[src/rtl/pe_drain_if.sv]
// Row output stream of pe_drain: show-ahead valid/ready with tile framing.
interface pe_drain_if #(
  parameter int COLS   = 4,
  parameter int MUL_BW = 16
);
  logic                   out_vld;
  logic                   out_rdy;
  logic [COLS*MUL_BW-1:0] out_data;
  logic                   out_last;

  modport master (
    output out_vld, out_data, out_last,
    input  out_rdy
  );

  modport slave (
    input  out_vld, out_data, out_last,
    output out_rdy
  );
endinterface

[src/rtl/pe_drain.sv]
// PE array drain: de-skews column partial sums, rescales/saturates to
// Q INT_BW.FRA_BW and buffers rows in a show-ahead FIFO with tile framing.
module pe_drain #(
  parameter int INT_BW     = 5,
  parameter int FRA_BW     = 10,
  parameter int MUL_BW     = 16,
  parameter int ACC_BW     = 32,
  parameter int COLS       = 4,
  parameter int FIFO_DEPTH = 8
) (
  input  logic                   clk,
  input  logic                   rst,
  input  logic                   start,
  input  logic [15:0]            cfg_rows,
  input  logic                   in_vld,
  input  logic [COLS*ACC_BW-1:0] o_i,
  pe_drain_if.master             ob,
  output logic                   busy,
  output logic                   done,
  output logic                   ovf
);

  localparam int AW = $clog2(FIFO_DEPTH);
  localparam int RW = COLS * MUL_BW;
  localparam logic signed [ACC_BW-1:0] SMAX =
    {{(ACC_BW-MUL_BW+1){1'b0}}, {(MUL_BW-1){1'b1}}};
  localparam logic signed [ACC_BW-1:0] SMIN =
    {{(ACC_BW-MUL_BW+1){1'b1}}, {(MUL_BW-1){1'b0}}};

  typedef enum logic [1:0] {
    S_IDLE,
    S_DRAIN,
    S_FLUSH
  } st_t;

  st_t         st_q, st_d;
  logic [15:0] rows_q, rows_d;
  logic [15:0] rcnt_q, rcnt_d;
  logic        ovf_q, ovf_d;
  logic        done_q, done_d;
  logic        acc, tag_last;

  logic          dv, dl, dly_any;
  logic [RW-1:0] sat_row;
  logic          sv_q, sl_q;
  logic [RW-1:0] sd_q;

  logic [RW:0]   mem [FIFO_DEPTH];
  logic [AW-1:0] wp_q, rp_q;
  logic [AW:0]   fcnt_q, fcnt_d;
  logic          pop, full, wr, drop;
  logic [RW:0]   head;

  function automatic logic [MUL_BW-1:0] sat_f(input logic [ACC_BW-1:0] a);
    logic signed [ACC_BW-1:0] s;
    s = $signed(a) >>> FRA_BW;
    if (s > SMAX)      return SMAX[MUL_BW-1:0];
    else if (s < SMIN) return SMIN[MUL_BW-1:0];
    else               return s[MUL_BW-1:0];
  endfunction

  // valid/last travel COLS-1 cycles so they line up with the last column
  generate
    if (COLS == 1) begin : g_nv
      assign dv      = acc;
      assign dl      = tag_last;
      assign dly_any = 1'b0;
    end else begin : g_v
      logic [COLS-2:0] v_q, l_q;
      always_ff @(posedge clk) begin
        if (rst) begin
          v_q <= '0;
          l_q <= '0;
        end else begin
          v_q[0] <= acc;
          l_q[0] <= tag_last;
          for (int k = 1; k < COLS - 1; k++) begin
            v_q[k] <= v_q[k-1];
            l_q[k] <= l_q[k-1];
          end
        end
      end
      assign dv      = v_q[COLS-2];
      assign dl      = l_q[COLS-2];
      assign dly_any = |v_q;
    end
  endgenerate

  generate
    for (genvar c = 0; c < COLS; c++) begin : g_col
      localparam int D = COLS - 1 - c;
      logic [ACC_BW-1:0] x;
      if (D == 0) begin : g_nd
        assign x = o_i[c*ACC_BW +: ACC_BW];
      end else begin : g_d
        logic [ACC_BW-1:0] sr_q [D];
        always_ff @(posedge clk) begin
          sr_q[0] <= o_i[c*ACC_BW +: ACC_BW];
          for (int k = 1; k < D; k++) sr_q[k] <= sr_q[k-1];
        end
        assign x = sr_q[D-1];
      end
      assign sat_row[c*MUL_BW +: MUL_BW] = sat_f(x);
    end
  endgenerate

  assign pop  = ob.out_vld & ob.out_rdy;
  assign full = (fcnt_q == (AW+1)'(FIFO_DEPTH));
  assign wr   = sv_q & (~full | pop);
  assign drop = sv_q & full & ~pop;
  assign head = mem[rp_q];

  assign ob.out_vld  = (fcnt_q != '0);
  assign ob.out_data = ob.out_vld ? head[RW-1:0] : '0;
  assign ob.out_last = ob.out_vld & head[RW];

  always_comb begin
    fcnt_d = fcnt_q;
    unique case ({wr, pop})
      2'b10:   fcnt_d = fcnt_q + (AW+1)'(1);
      2'b01:   fcnt_d = fcnt_q - (AW+1)'(1);
      default: fcnt_d = fcnt_q;
    endcase
  end

  always_comb begin
    st_d     = st_q;
    rows_d   = rows_q;
    rcnt_d   = rcnt_q;
    ovf_d    = ovf_q | drop;
    done_d   = 1'b0;
    acc      = 1'b0;
    tag_last = 1'b0;
    unique case (st_q)
      S_IDLE: begin
        if (start) begin
          rows_d = cfg_rows;
          rcnt_d = '0;
          ovf_d  = 1'b0;
          st_d   = (cfg_rows == '0) ? S_FLUSH : S_DRAIN;
        end
      end
      S_DRAIN: begin
        if (in_vld) begin
          acc      = 1'b1;
          tag_last = (rcnt_q == rows_q - 16'd1);
          rcnt_d   = rcnt_q + 16'd1;
          if (tag_last) st_d = S_FLUSH;
        end
      end
      S_FLUSH: begin
        if (!dly_any && !sv_q && !ob.out_vld) begin
          st_d   = S_IDLE;
          done_d = 1'b1;
        end
      end
      default: st_d = S_IDLE;
    endcase
  end

  always_ff @(posedge clk) begin
    if (rst) begin
      st_q   <= S_IDLE;
      rows_q <= '0;
      rcnt_q <= '0;
      ovf_q  <= 1'b0;
      done_q <= 1'b0;
      sv_q   <= 1'b0;
      sl_q   <= 1'b0;
      sd_q   <= '0;
      wp_q   <= '0;
      rp_q   <= '0;
      fcnt_q <= '0;
    end else begin
      st_q   <= st_d;
      rows_q <= rows_d;
      rcnt_q <= rcnt_d;
      ovf_q  <= ovf_d;
      done_q <= done_d;
      sv_q   <= dv;
      sl_q   <= dl;
      sd_q   <= sat_row;
      fcnt_q <= fcnt_d;
      if (wr)  wp_q <= wp_q + AW'(1);
      if (pop) rp_q <= rp_q + AW'(1);
    end
  end

  always_ff @(posedge clk) begin
    if (wr) mem[wp_q] <= {sl_q, sd_q};
  end

  assign busy = (st_q != S_IDLE);
  assign done = done_q;
  assign ovf  = ovf_q;

endmodule

[src/flat_wrapper.sv]
// flat-port wrapper written by rule: the top's interface ports become plain ports
module pe_drain_flat 
#(
  parameter int INT_BW     = 5,
  parameter int FRA_BW     = 10,
  parameter int MUL_BW     = 16,
  parameter int ACC_BW     = 32,
  parameter int COLS       = 4,
  parameter int FIFO_DEPTH = 8
)
  (clk, rst, start, cfg_rows, in_vld, o_i, busy, done, ovf, ob_out_vld, ob_out_data, ob_out_last, ob_out_rdy);
  pe_drain_if #(.COLS(COLS), .MUL_BW(MUL_BW)) ob_i ();
  input  logic clk;
  input  logic rst;
  input  logic start;
  input  logic [15:0] cfg_rows;
  input  logic in_vld;
  input  logic [COLS*ACC_BW-1:0] o_i;
  output logic busy;
  output logic done;
  output logic ovf;
  output wire logic [$bits(ob_i.out_vld)-1:0] ob_out_vld;
  output wire logic [$bits(ob_i.out_data)-1:0] ob_out_data;
  output wire logic [$bits(ob_i.out_last)-1:0] ob_out_last;
  input wire logic [$bits(ob_i.out_rdy)-1:0] ob_out_rdy;
  assign ob_out_vld = ob_i.out_vld;
  assign ob_out_data = ob_i.out_data;
  assign ob_out_last = ob_i.out_last;
  assign ob_i.out_rdy = ob_out_rdy;
  pe_drain #(.INT_BW(INT_BW), .FRA_BW(FRA_BW), .MUL_BW(MUL_BW), .ACC_BW(ACC_BW), .COLS(COLS), .FIFO_DEPTH(FIFO_DEPTH)) u_core (.clk(clk), .rst(rst), .start(start), .cfg_rows(cfg_rows), .in_vld(in_vld), .o_i(o_i), .ob(ob_i), .busy(busy), .done(done), .ovf(ovf));
endmodule
[config.mk]
export PLATFORM = sky130hd
export DESIGN_NAME = pe_drain_flat
export DESIGN_NICKNAME = d
export VERILOG_FILES = /design/src/rtl/pe_drain_if.sv /design/src/rtl/pe_drain.sv /design/src/flat_wrapper.sv
export SDC_FILE = /design/constraint.sdc
export NUM_CORES = 1
export LEC_CHECK = 0
export CAP_MARGIN = 20
export CELL_PAD_IN_SITES_DETAIL_PLACEMENT = 1
export CELL_PAD_IN_SITES_GLOBAL_PLACEMENT = 2
export CORE_AREA = 2 2 283 285
export CTS_CLUSTER_SIZE = 25
export DETAILED_ROUTE_END_ITERATION = 12
export DIE_AREA = 0 0 285 287
export GPL_ROUTABILITY_DRIVEN = 0
export HOLD_SLACK_MARGIN = 0.1
export PLACE_DENSITY = 0.68
export SYNTH_ARGS = -nofsm -noshare
export SYNTH_HDL_FRONTEND = slang
export SYNTH_SLANG_ARGS = --single-unit
export TNS_END_PERCENT = 10
[constraint.sdc]
create_clock -name clk -period 8.45 [get_ports clk]
set_input_delay 1.69 -clock clk [delete_from_list [all_inputs] [get_ports clk]]
set_output_delay 1.69 -clock clk [all_outputs]
set_load 0.05 [all_outputs]
## After elaboration in Yosys (flattened, before gate mapping)

Memories as Yosys holds them, arrays and structs flattened. A register that Yosys moved wholly into a read port is not among the register bits.
Cells that the tools add are included.

| storage, ports and cells | value |
|---|---|
| word-level logic and storage cells | 108 |
| register bits | 118 |
| output and inout bits | 69 |
| RAM bits | 712 |
| memories kept | 4 |

| operators by class | value |
|---|---|
| reductions and logical operators | 22 |
| equality and inequality tests | 10 |
| multiplexer cells | 27 |
| bitwise operators | 12 |
| magnitude comparators | 8 |
| add/sub/neg operators | 6 |

Memory list:

| memory | words | bits a word | read ports | clocked after Yosys merged registers in | wr ports | line | source |
|---|---|---|---|---|---|---|---|
| u_core.mem | 8 | 65 | 1 | 1 | 1 | pe_drain.sv:48 | `logic [RW:0] mem [FIFO_DEPTH];` |
| u_core.g_col[0].g_d.sr_q | 3 | 32 | 3 | 0 | 3 | pe_drain.sv:96 | `logic [ACC_BW-1:0] sr_q [D];` |
| u_core.g_col[1].g_d.sr_q | 2 | 32 | 2 | 0 | 2 | pe_drain.sv:96 |  |
| u_core.g_col[2].g_d.sr_q | 1 | 32 | 1 | 0 | 1 | pe_drain.sv:96 |  |

Operators with widths:

| kind | number |
|---|---|
| $mux 16 | 6 |
| $gt 22x16->1 const B | 4 |
| $lt 22x16->1 const B | 4 |
| $mux 64 | 1 |
| $mux 15 | 4 |
| $pmux 16 s2 | 1 |
| $add 16x1->16 const B | 1 |
| $eq 16x16->1 | 1 |
| $logic_not 16->1 | 1 |
| $sub 16x1->16 const B | 1 |
| $reduce_or 2->1 | 6 |
| $mux 2 | 5 |
| $pmux 4 s2 | 1 |
| $add 3x1->3 const B | 2 |
| $mux 1 | 6 |
| $mux 3 | 2 |
| $pmux 2 s3 | 1 |
| $reduce_bool 2->1 | 3 |
| $reduce_or 3->1 | 2 |
| $and 1x1->1 | 5 |
| $not 1->1 | 5 |
| $add 4x1->4 const B | 1 |
| $eq 2x1->1 const B | 2 |
| $eq 2x2->1 const B | 2 |
| 12 further kinds | 18 |

## Logic depth before layout (Yosys ltp)

Gate-level depths: netlist of run 1.

| depth | value |
|---|---|
| word-level depth | 7 |
| gate-level depth with buffers | 11 |

## Worst setup path after synthesis of run 1

OpenSTA, ideal clock, no wires.

| timing path | value |
|---|---|
| kind | input -> register |
| start point | input ob_out_rdy |
| end point | memory u_core.mem[0][0] in the netlist's numbering (enable) |
| stages on the path | 4 |
| arrival time | 6.533 ns |
| slack | 1.349 ns |
| path through | nand3b_1 > and2_1 > nand2b_1 > nor3_1 |

| on the way | value |
|---|---|
| longest elaborated chain between the ends | 5 |

Ends and longest elaborated chain:

| item | line | source |
|---|---|---|
| start: declaration | flat_wrapper.sv:25 | `input wire logic [$bits(ob_i.out_rdy)-1:0] ob_out_rdy;` |
| $and 1x1->1 | pe_drain.sv:107 | `assign pop = ob.out_vld & ob.out_rdy;` |
| $or 1x1->1 | pe_drain.sv:109 | `assign wr = sv_q & (~full \| pop);` |
| $and 1x1->1 | pe_drain.sv:109 |  |
| $mux 1 | pe_drain.sv:190 | `if (wr) mem[wp_q] <= {sl_q, sd_q};` |
| $mux 1 (implied by the code) | pe_drain.sv:190 |  |
| end: declaration | pe_drain.sv:48 |  |

Every way passes these cells.

==> flow_summary.ini, run 1 <==
[run_status]
status = finished clean

[global_routing]
grt_pass1_wl_um = 93500
grt_use_total = 0.151
antenna_found_initial = 1
grt_max_degree = 83
grt.overflow.total = 0
grt_pass1_vias = 15307

[routing]
vias_per_cell = 4.79
first_pass_iters = 6
vias = 13873
remaining_drc_errors = 0
drtIter0Drc = 864
ant_nets = 0
totalWireLength_um = 61500
wl_per_cell_um = 21.2

[synthesis]
netlist.area_leader.share = 0.572
synth_edf_count = 520
netlist_area_um2 = 27300
yosys_warnings = 0
yosysTopAreaCell = edfxtp_1
synthCells = 1561
async_flop_share = 0
syn-num-nets = 1718
synth-seq-area-share = 0.757
syn_avg_cell_area_um2 = 17.5
synth_ff_type = edfxtp_1
synth_area_leaders = edfxtp_1 57%, dfxtp_1 19%, mux4_2 11%, nor2_1 3.2%, mux2i_1 2.5%
synth_cell_types = 58
ys_ff_latch = 773

[finish]
antenna_cells = 0
multi_input_area_um2 = 6340
fin_nets = 1935
instances_no_fill = 2895
drive_above_1_share = 0.170
final_core_util = 0.423
area_delta_synth_final_pct = 21.7
final-seq-area_um2 = 20700
fillers = 7682

[die]
dieArea_um2 = 81800
die_y_um = 287
start_util = 0.347
die_w_um = 285
design.core.area_um2 = 78600
rows = 103
ios = 218

[setup_path]
rr_worst_depth = 7
r2r-start = u_core.fcnt_q[0]$_SDFFE_PP0P_
cp-end-kind = output pin
crit_type = reg -> out
critPathRequiredTime_ps = 6760
start_kind = flop
cp.arrival_ps = 3910
rrSetupSlack_ps = 5090
r2r_end = u_core.mem[1][17]$_DFFE_PP_
critical_path_peak_fanout = 56

[worst_hold_path]
worst_hold_startpoint = u_core.g_col[0].g_d.sr_q[0][53]$_DFF_P_
holdPathStages = 0
hold_end = u_core.g_col[0].g_d.sr_q[0][85]$_DFF_P_
hold_class = reg -> reg

[power_and_ir_drop]
cellPowerDensity_nw_per_um2 = 243
p_int_mw = 6.44
netSwitchingPower_mw = 1.66
leakage_nw = 10.9
p_clk_frac = 0.457
switching_share = 0.205
combPwrFrac = 0.030
power_frac_seq = 0.513
ir_drop_mv = 0.132

[clock_tree]
cts_tree = done
cts_made_buffers = 81
ctsResizeCount = 0
cts_buffer_depth = 3
hold_buffers = 0
path_clk_slew_ps = 60
insertion_delay_ps = 630
htree_levels = 3
post_cts_buffers = 0
root_buffer = clkbuf_16
cts_sinks = 773

[sta]
final.setup.worst_slack_ps = 2850
finalCriticalPeriod_ps = 5600
report.final.setup_viol = 0
grt_setup_unrepaired = no
fin_crit_sh = 0.663
hold_slack_ps = 324
hold_violations = 0
setup_tns_ps = 0
skew_ps = 25.4
worst_pin_slew_ps = 1050
relSlewSlack = 0.298
final_max_slew_viol_count = 0
max_freq_ghz = 0.178

[placement]
io_buffers = 177
dp_hpwl_um = 35200
preCtsSetupSlack_ps = 3340
placedCellCount = 2745

[run]
drv_cap = 0
## worst max-delay path by stage
stage / depth (start not counted) / slack [ps] / to
after global placement: 5 / 3360 / ob_out_data[2]
after detailed placement: 7 / 3340 / u_core.mem[1][17]$_DFFE_PP_
after CTS: 5 / 2730 / ob_out_data[2]
final: 5 / 2850 / ob_out_data[2]
after global routing: 5 / 2620 / ob_out_data[2]
after floorplan: 4 / 1350 / u_core.mem[0][0]$_DFFE_PP_
## cells in the mapped netlist, types with 2 or more instances
cell / n
or4_1: 2
nor3b_1: 3
buf_6: 2
nor4b_1: 3
dfxtp_1: 253
nor4_1: 14
xnor2_1: 19
o21ai_0: 8
o2111ai_1: 2
nor2_1: 235
nand2_1: 58
edfxtp_1: 520
xor2_1: 15
and3_1: 8
nand3_1: 7
nor4_2: 4
mux4_2: 130
o211ai_1: 2
nor3_1: 9
o21bai_1: 2
and4_1: 3
and2_1: 3
nor4_4: 2
o31ai_1: 2
inv_1: 15
buf_2: 14
mux2i_1: 68
ha_1: 7
nand4_1: 10
buf_1: 13
nor2b_1: 15
clkbuf_1: 39
or3_1: 5
a21oi_1: 31
nand2b_1: 15
## per-layer routing
metal  wire length (µm)  GRT usage
met1              26400      0.191
met4               1300     0.0469
met3               2560     0.0279
met2              31200      0.265
met5                  0          0
## registers in the layout, summed over array words and instances (netlist names), named ones only
| name | flops |
|---|---|
| u_core.done | 1 |
| u_core.fcnt_q | 4 |
| u_core.g_col.g_d.sr_q | 132 |
| u_core.g_v.l_q | 3 |
| u_core.g_v.v_q | 3 |
| u_core.mem | 520 |
| u_core.ovf | 1 |
| u_core.rcnt_q | 16 |
| u_core.rows_q | 16 |
| u_core.rp_q | 3 |
| u_core.sd_q | 64 |
| u_core.sl_q | 1 |
| u_core.st_q | 2 |
| u_core.sv_q | 1 |
| u_core.wp_q | 3 |
## power by group through the flow
| stage | logic, mW | clock network (mW) | registers [mW] |
|---|---|---|---|
| final | 0.242 | 3.70 | 4.15 |
| after CTS | 0.248 | 3.80 | 4.15 |
| after global placement | 0.244 | 0 | 4.22 |
| after global routing | 0.266 | 3.95 | 4.16 |
| after detailed placement | 0.246 | 0 | 4.23 |
| after floorplan | 0.144 | 0 | 4.20 |
## cells in the final DEF (no fill, tap or decap), types with 5 or more instances in the layout
cell,synthesis,layout
a21oi_1,31,31
and3_1,8,8
buf_4,0,22
bufinv_16,0,7
clkbuf_1,39,9
clkbuf_16,0,87
clkbuf_8,0,15
clkdlybuf4s50_1,0,176
clkinv_1,0,5
clkinv_2,0,19
dfxtp_1,253,250
edfxtp_1,520,520
ha_1,7,7
inv_1,15,15
mux2i_1,68,68
mux4_2,130,130
nand2_1,58,58
nand2b_1,15,15
nand3_1,7,7
nand4_1,10,10
nor2_1,235,229
nor2_4,0,6
nor2b_1,15,15
nor3_1,9,7
nor4_1,14,13
nor4_2,4,5
o21ai_0,8,8
or3_1,5,5
xnor2_1,19,19
xor2_1,15,15
## stage by stage
step | cell area (µm²) | power (mW)
after floorplan | 27300 | 4.35
after global placement | 30400 | 4.47
after detailed placement | 30400 | 4.48
after CTS | 33200 | 8.20
after global routing | 33200 | 8.37
final | 33200 | 8.09
## cells by family (layout without fill, tap and decap cells)
kind of cell,Yosys count,in the layout,synth area share
xor+xnor,36,36,0.0123
compound gates,58,58,0.0128
buf+inv,83,367,0.0126
simple gates,403,403,0.0681
mux,200,200,0.133
fa+ha+maj,8,8,0.00394
flops,773,773,0.757
## cell type report
cell class                      instances  share of cell area
Tap cell                             1050              0.0395
Sequential cell                       773               0.623
Timing Repair Buffer                  202              0.0599
Clock buffer                          112              0.0730
Multi-Input combinational cell        705               0.191
Clock inverter                         38              0.0123
Inverter                               15             0.00169
## critical path, stage by stage, from the launching register on
cell and delay, ps:
dfxtp_4 930, buf_4 680, mux4_2 350, mux2i_1 70, nor2_1 330, clkdlybuf4s50_1 880
No activity file was read; power rests on OpenSTA's default activity.
==> run 2: changes to the inputs <==
- clock period: 8.45 -> 5.2 ns (I/O delays scaled with it)
==> flow_summary.ini, run 2 (synthesized netlist as in run 1, its figures left out) <==
[finish]
area_delta_synth_final_pct = 21.6
final_core_util = 0.423
final_area_um2 = 33200
antenna_cells = 0
largest-register = u_core.mem
fin_nets = 1939
final_common_cell = edfxtp_1
largest_reg_flops = 520
top_regs = u_core.mem: 520 flops, u_core.g_col.g_d.sr_q: 132 flops, u_core.sd_q: 64 flops
instances_no_fill = 2900
most-common-layout-cells = 520 x edfxtp_1, 250 x dfxtp_1, 229 x nor2_1, 176 x clkdlybuf4s50_1, 130 x mux4_2
drive_above_1_share = 0.166

[power_and_ir_drop]
leakage_nw = 10.9
cellPowerDensity_nw_per_um2 = 386
ir_drop_mv = 0.196

[routing]
ant_nets = 0
first_pass_iters = 5
vias_per_cell = 4.75
remaining_drc_errors = 0
wl_per_cell_um = 20.9
vias = 13765
totalWireLength_um = 60700
drtIter0Drc = 740

[setup_path]
critical_path_peak_fanout = 36
cp-end-kind = output pin
crit_family = buffers and inverters
start_kind = flop
slowest_delay_ps = 890
critPathRequiredTime_ps = 4160
crit_type = reg -> out
critPathSlowestCell = dfxtp_4
rrSetupSlack_ps = 2210
crit_buf_inv = 2
cp.arrival_ps = 3470
worstPathCellList = buf_4 -> mux4_2 -> mux2i_1 -> nor2_1 -> clkdlybuf4s50_1

[placement]
io_buffers = 177
placedCellCount = 2749
place_area_um2 = 30600
dp_hpwl_um = 34600
preCtsSetupSlack_ps = 1200

[sta]
hold_violations = 0
final.setup.worst_slack_ps = 685
finalCriticalPeriod_ps = 4510
worst_pin_slew_ps = 922
setup_tns_ps = 0
fin_crit_sh = 0.868
max_freq_ghz = 0.222
final_max_slew_viol_count = 0
skew_ps = 14.7
grt_setup_unrepaired = no
report.final.setup_viol = 0
relSlewSlack = 0.385

[die]
rows = 103
design.core.area_um2 = 78600
die_w_um = 285
dieArea_um2 = 81800
ios = 218
die_y_um = 287
start_util = 0.347

[clock_tree]
cts_sinks = 773
hold_buffers = 0
cts_buffer_depth = 3
insertion_delay_ps = 610
post_cts_buffers = 0
root_buffer = clkbuf_16
cts_tree = done
cts_made_buffers = 81
ctsResizeCount = 0
path_clk_slew_ps = 60
htree_levels = 3

[global_routing]
grt_pass1_vias = 15121
antenna_found_initial = 1
grt_max_degree = 60
grt_use_total = 0.149
grt_pass1_wl_um = 92200
grt.overflow.total = 0

[worst_hold_path]
hold_class = reg -> reg

[run]
drv_cap = 0

[run_status]
status = finished clean
==> run 2: power breakdown <==
group	total, mW	switching (mW)	internal (mW)
clock network	5.69	2.36	3.33
logic	0.392	0.203	0.189
registers	6.74	0.0959	6.65
total	12.8	2.66	10.2
==> run 2: metrics by stage <==
step	power (mW)	hold WS (ps)
floorplan	7.06	310
CTS	13.0	323
detailed placement	7.28	313
finish	12.8	324
global route	13.3	331
global placement	7.26	312
==> run 2: area by class of cell <==
class	instances	area, µm²
fillers	7673	45400
flip-flops and latches	773	20700
multi-input cells	705	6350
clock buffers	108	2300
repair buffers	206	2150
well taps	1050	1310
clock inverters	43	357
inverters	15	56.3
==> run 2: worst reg2reg max path: stages (launching register included) <==
cell     delay [ps]
dfxtp_1         370
nor4_2          470
buf_12          400
nor2b_1         210
ha_1            270
ha_1            290
a21o_1          180
a21oi_1         180
xnor2_1         100
or3_1           310
a21oi_1         140
==> run 2: metal layers <==
layer  global-route usage  up-vias  wire [µm]
li1                     -     6342          -
met1                0.189     7092      26500
met4               0.0423        0       1020
met3               0.0263       80       2410
met5                    0        -          0
met2                0.261      251      30700
==> run 2: worst paths after layout <==
path | startpoint | cells after the start | end
max | flop | 5 | ob_out_data[9]
min | u_core.g_col[0].g_d.sr_q[0][47]$_DFF_P_ | 0 | u_core.g_col[0].g_d.sr_q[0][79]$_DFF_P_
max reg2reg | u_core.fcnt_q[0]$_SDFFE_PP0P_ | 10 | u_core.fcnt_q[3]$_SDFFE_PP0P_
min reg2reg | u_core.g_col[0].g_d.sr_q[0][47]$_DFF_P_ | 0 | u_core.g_col[0].g_d.sr_q[0][79]$_DFF_P_
